`src/rtl/adder_pkg.sv`:
```
// Shared definitions for the serial adder: FSM state encoding and the
// elaboration-time helpers that size the chunk index.
package adder_pkg;

  typedef enum logic [1:0] {
    IDLE = 2'd0,
    RUN  = 2'd1,
    DONE = 2'd2
  } state_t;

  function automatic int nchunk(input int width, input int chunk);
    return width / chunk;
  endfunction

  // A one-chunk configuration still needs a 1-bit index register.
  function automatic int idx_width(input int n);
    return (n <= 2) ? 1 : $clog2(n);
  endfunction

endpackage

```
`src/rtl/add_chunk.sv`:
```
// Combinational CHUNK-bit ripple adder built from full-adder cells.
// It also exposes the carry into its top bit so the caller can form signed overflow.
module add_chunk #(
  parameter int CHUNK = 4
) (
  input  logic [CHUNK-1:0] x,
  input  logic [CHUNK-1:0] y,
  input  logic             ci,
  output logic [CHUNK-1:0] s,
  output logic             co,
  output logic             c_msb_in
);

  logic [CHUNK:0] c;

  assign c[0] = ci;

  for (genvar gi = 0; gi < CHUNK; gi++) begin : g_fa
    assign s[gi]     = x[gi] ^ y[gi] ^ c[gi];
    assign c[gi + 1] = (x[gi] & y[gi]) | (c[gi] & (x[gi] ^ y[gi]));
  end

  assign co       = c[CHUNK];
  assign c_msb_in = c[CHUNK-1];

endmodule

```
`src/rtl/serial_add_n.sv`:
```
// Multi-cycle adder/subtractor: one CHUNK-bit slice per cycle through a single
// shared ripple adder, with a registered carry linking consecutive slices.
module serial_add_n
  import adder_pkg::*;
#(
  parameter int WIDTH = 16,
  parameter int CHUNK = 4
) (
  input  logic             clk,
  input  logic             rst_n,
  input  logic             in_valid,
  output logic             in_ready,
  input  logic [WIDTH-1:0] a,
  input  logic [WIDTH-1:0] b,
  input  logic             cin,
  input  logic             sub,
  output logic             out_valid,
  input  logic             out_ready,
  output logic [WIDTH-1:0] sum,
  output logic             cout,
  output logic             ovf
);

  localparam int NCHUNK = nchunk(WIDTH, CHUNK);
  localparam int KW = idx_width(NCHUNK);
  localparam logic [KW-1:0] K_LAST = KW'(NCHUNK - 1);

  if ((CHUNK < 1) || (CHUNK > WIDTH) || ((WIDTH % CHUNK) != 0)) begin : g_bad_cfg
    $fatal(1, "serial_add_n: WIDTH must be a positive multiple of CHUNK");
  end

  state_t           state_reg, state_next;
  logic [WIDTH-1:0] a_reg, a_next;
  logic [WIDTH-1:0] b_reg, b_next;
  logic             carry_reg, carry_next;
  logic [KW-1:0]    k_reg, k_next;
  logic [WIDTH-1:0] sum_reg, sum_next;
  logic             cout_reg, cout_next;
  logic             ovf_reg, ovf_next;

  logic [CHUNK-1:0] chunk_x, chunk_y, chunk_s;
  logic             chunk_co, chunk_msb;

  assign chunk_x = a_reg[CHUNK*int'(k_reg) +: CHUNK];
  assign chunk_y = b_reg[CHUNK*int'(k_reg) +: CHUNK];

  add_chunk #(.CHUNK(CHUNK)) u_add_chunk (
    .x        (chunk_x),
    .y        (chunk_y),
    .ci       (carry_reg),
    .s        (chunk_s),
    .co       (chunk_co),
    .c_msb_in (chunk_msb)
  );

  always_ff @(posedge clk or negedge rst_n) begin
    if (!rst_n) begin
      state_reg <= IDLE;
      a_reg     <= '0;
      b_reg     <= '0;
      carry_reg <= 1'b0;
      k_reg     <= '0;
      sum_reg   <= '0;
      cout_reg  <= 1'b0;
      ovf_reg   <= 1'b0;
    end else begin
      state_reg <= state_next;
      a_reg     <= a_next;
      b_reg     <= b_next;
      carry_reg <= carry_next;
      k_reg     <= k_next;
      sum_reg   <= sum_next;
      cout_reg  <= cout_next;
      ovf_reg   <= ovf_next;
    end
  end

  always_comb begin
    state_next = state_reg;
    a_next     = a_reg;
    b_next     = b_reg;
    carry_next = carry_reg;
    k_next     = k_reg;
    sum_next   = sum_reg;
    cout_next  = cout_reg;
    ovf_next   = ovf_reg;

    case (state_reg)
      IDLE: begin
        if (in_valid) begin
          // Subtraction is a + ~b + 1, so borrow-in becomes an inverted carry-in.
          a_next     = a;
          b_next     = sub ? ~b : b;
          carry_next = cin ^ sub;
          k_next     = '0;
          state_next = RUN;
        end
      end
      RUN: begin
        sum_next[CHUNK*int'(k_reg) +: CHUNK] = chunk_s;
        carry_next = chunk_co;
        if (k_reg == K_LAST) begin
          cout_next  = chunk_co;
          ovf_next   = chunk_co ^ chunk_msb;
          k_next     = '0;
          state_next = DONE;
        end else begin
          k_next = k_reg + 1'b1;
        end
      end
      DONE: begin
        if (out_ready) begin
          state_next = IDLE;
        end
      end
      default: state_next = IDLE;
    endcase
  end

  assign in_ready  = (state_reg == IDLE);
  assign out_valid = (state_reg == DONE);
  assign sum       = sum_reg;
  assign cout      = cout_reg;
  assign ovf       = ovf_reg;

endmodule

```
`config.mk`:
```
export PLATFORM = sky130hd
export DESIGN_NAME = serial_add_n
export DESIGN_NICKNAME = d
export VERILOG_FILES = /design/src/rtl/adder_pkg.sv /design/src/rtl/add_chunk.sv /design/src/rtl/serial_add_n.sv
export SDC_FILE = /design/constraint.sdc
export NUM_CORES = 1
export LEC_CHECK = 0
export CORE_ASPECT_RATIO = 0.9
export CORE_UTILIZATION = 35
export CTS_CLUSTER_SIZE = 40
export DETAILED_ROUTE_END_ITERATION = 8
export PLACE_DENSITY = 0.55
export SLEW_MARGIN = 20
export SYNTH_ARGS = -nofsm -noshare
export SYNTH_HDL_FRONTEND = slang
export SYNTH_SLANG_ARGS = --single-unit
```
`constraint.sdc`:
```
create_clock -name clk -period 4.08 [get_ports clk]
set_clock_uncertainty 0.15 [all_clocks]
set_input_delay 0.408 -clock clk [delete_from_list [all_inputs] [get_ports clk]]
set_output_delay 0.408 -clock clk [all_outputs]
set_load 0.03 [all_outputs]
```
==> reports/metrics.cfg <==
[sta]
grt_setup_unrepaired=false
worst_pin_slew_ns=0.932
finalMaxSlewViolations=0
finalHoldViolCount=0
min_period_ns=3.21
slew_headroom_pct=37.7
finalSetupTns_ns=0
finalCritPeriodShare_pct=78.8
layout_setup_ws_ns=0.865
setup_viol=0
fmax_mhz=311

[route]
viasPerCell=4.73
via_count=1785
route.detailed.drc=0
drt_iter0_markers=49
avgRoutedWirePerCell_um=14.2
ant_nets=0
drt_wl_total_um=5370
dr.pass1.iters=4

[grt]
track_usage_pct=14.5
grt_max_degree=30
grt_pass1_vias=1874
grt_pass1_wl_um=9160
antenna_found_initial=0
grt_overflow_total=0

[layout]
drive_above_1_share_pct=11.4
fill_cells=721
layout_commonest_cell=clkdlybuf4s50_1
final_nets=328
seq_area_sq_um=1380
layout_common_cells=clkdlybuf4s50_1 (56), dfrtp_1 (55), nor2_1 (20), nand2_1 (18), xnor2_1 (17)
diodes=0
multi_input_area_sq_um=1230
synthToLayoutAreaGrowth_pct=27.7

[worst_setup_path]
critical_path_arrival_ns=3.24
worstPathRequired_ns=4.11
reg2regPathDepth=9
path_class=reg -> reg
r2r-start=k_reg[0]$_DFFE_PN0P_
worstPathMaxFanout=10
timing.rr.end=carry_reg$_DFFE_PN0P_
ff2ff_setup_slack_ns=0.87
end_kind=flip-flop
start_kind=flip-flop

[synth]
synthTopCellsByArea=dfrtp_1 (50%), mux2_1 (6.2%), mux4_2 (5.8%)
ys_ff_latch=55
synth.cell_area_sq_um=2730
synth_nets=270
yosys_warnings=0
netlist-cell-type-count=35
synthCells=222
yosysSeqAreaShare_pct=50.4
yosys.area.top_type=dfrtp_1
yosysTopAreaCellShare_pct=50.4
syn_area_per_cell_sq_um=12.3

[power_and_ir_drop]
vdd_ir_drop_max_uv=267
leakagePower_uw=0.00146
power_density_nw_per_um2=791

[run_status]
outcome=finished clean

[placement]
gp_congestion=0.702
io_buffers=57
dp_hpwl_um=4020
dp_slack_ns=0.844

[clocking]
numClockSinks=55
postCtsResizedCells=0
cts_buffers=5
cts-root-buf=clkbuf_8
cts_buffer_depth=2
path_clk_slew_ns=0.10
htree_levels=2
cts_tree=done
insertion_delay_ns=0.29

[floorplanning]
die_area_sq_um=8160
row_count=30
pin_count=58
chipHeight_um=85.8
core-area_sq_um=7540
die_w_um=95.1
start_util_pct=36.2

[worst_hold_path]
min_to=sum[6]$_DFFE_PN0P_
holdPathStages=2
hold_class=reg -> reg
hold_path_startpoint=sum[6]$_DFFE_PN0P_

[run]
max_cap_violations=0

==> power by group <==
group | total, uW | internal, uW | switching (uW)
sequential | 978 | 784 | 194
combinational | 1450 | 683 | 769
clock | 326 | 155 | 172
total | 2760 | 1620 | 1130
==> routing by layer <==
| layer | global-route usage, % | up-vias | routed length, um |
|---|---|---|---|
| met5 | 0 | - | 0 |
| met1 | 20.4 | 866 | 2660 |
| li1 | - | 875 | - |
| met4 | 2.48 | 0 | 19 |
| met2 | 23.6 | 42 | 2500 |
| met3 | 2.66 | 2 | 185 |
==> worst max-delay path, stage by stage, from the launching register on <==
cell and delay [ns]:
dfrtp_1 0.69, mux4_1 0.61, inv_1 0.08, fa_1 0.18
fa_1 0.16, inv_1 0.05, fa_1 0.41, fa_1 0.44
a22oi_1 0.22, o31ai_1 0.10
==> cells in the mapped netlist (all sizes together) <==
| cell type | instances |
|---|---|
| or4b | 1 |
| nor3b | 1 |
| clkbuf | 1 |
| nand2 | 18 |
| nor2 | 20 |
| ha | 6 |
| a22oi | 1 |
| inv | 12 |
| mux2 | 17 |
| dfrtp | 55 |
| nand4 | 1 |
| xor2 | 1 |
| xnor2 | 17 |
| and2b | 1 |
| buf | 10 |
| nand3b | 6 |
| a22o | 2 |
| a21oi | 16 |
| mux4 | 8 |
| or2b | 1 |
| o21ai | 15 |
| fa | 4 |
| o31ai | 3 |
| or4 | 3 |
| o41ai | 1 |
| mux2i | 1 |
==> what timing repair did <==
action | in CTS | in global routing
setup buffers | 0 | 0
hold buffers | 1 | 0
setup endpoints to repair | 0 | 0
hold endpoints to repair | 17 | 0
==> metrics by stage <==
step	total power [uW]	area [sq um]	std cells	util (%)	hold slack (ns)
global placement	2440	3370	368	44.7	0.313
global route	3000	3490	377	46.2	0.363
floorplan	2020	2730	222	-	-0.0376
finish	2760	3490	377	46.2	0.334
detailed placement	2470	3370	368	44.7	0.321
CTS	2810	3490	377	46.2	0.345
==> worst max-delay path by stage <==
stage / cells after the start / endpoint / slack (ns) / startpoint
after floorplan: 9 / cout$_DFFE_PN0P_ / 1.05 / k_reg[0]$_DFFE_PN0P_
after detailed placement: 9 / carry_reg$_DFFE_PN0P_ / 0.84 / k_reg[0]$_DFFE_PN0P_
after global routing: 9 / carry_reg$_DFFE_PN0P_ / 0.65 / k_reg[0]$_DFFE_PN0P_
after CTS: 9 / carry_reg$_DFFE_PN0P_ / 0.83 / k_reg[0]$_DFFE_PN0P_
final: 9 / carry_reg$_DFFE_PN0P_ / 0.87 / k_reg[0]$_DFFE_PN0P_
after global placement: 9 / carry_reg$_DFFE_PN0P_ / 0.93 / k_reg[0]$_DFFE_PN0P_
==> kinds of logic (layout without fill, tap and decap cells) <==
family	after synthesis	after routing	share of synthesized area [%]
compound gates	38	38	7.88
xor+xnor	18	18	5.77
fa+ha+maj	10	10	5.68
buf+inv	23	82	4.35
flops	55	55	50.4
mux	26	26	14.1
simple gates	52	52	11.8
==> final cells by class <==
class,count,share of cell area [%]
inverters,12,1.29
repair buffers,62,17.4
well taps,96,3.45
multi-input cells,144,35.4
clock buffers,7,2.76
flip-flops and latches,55,39.5
clock inverters,1,0.215
(Power assumes the default switching activity.)
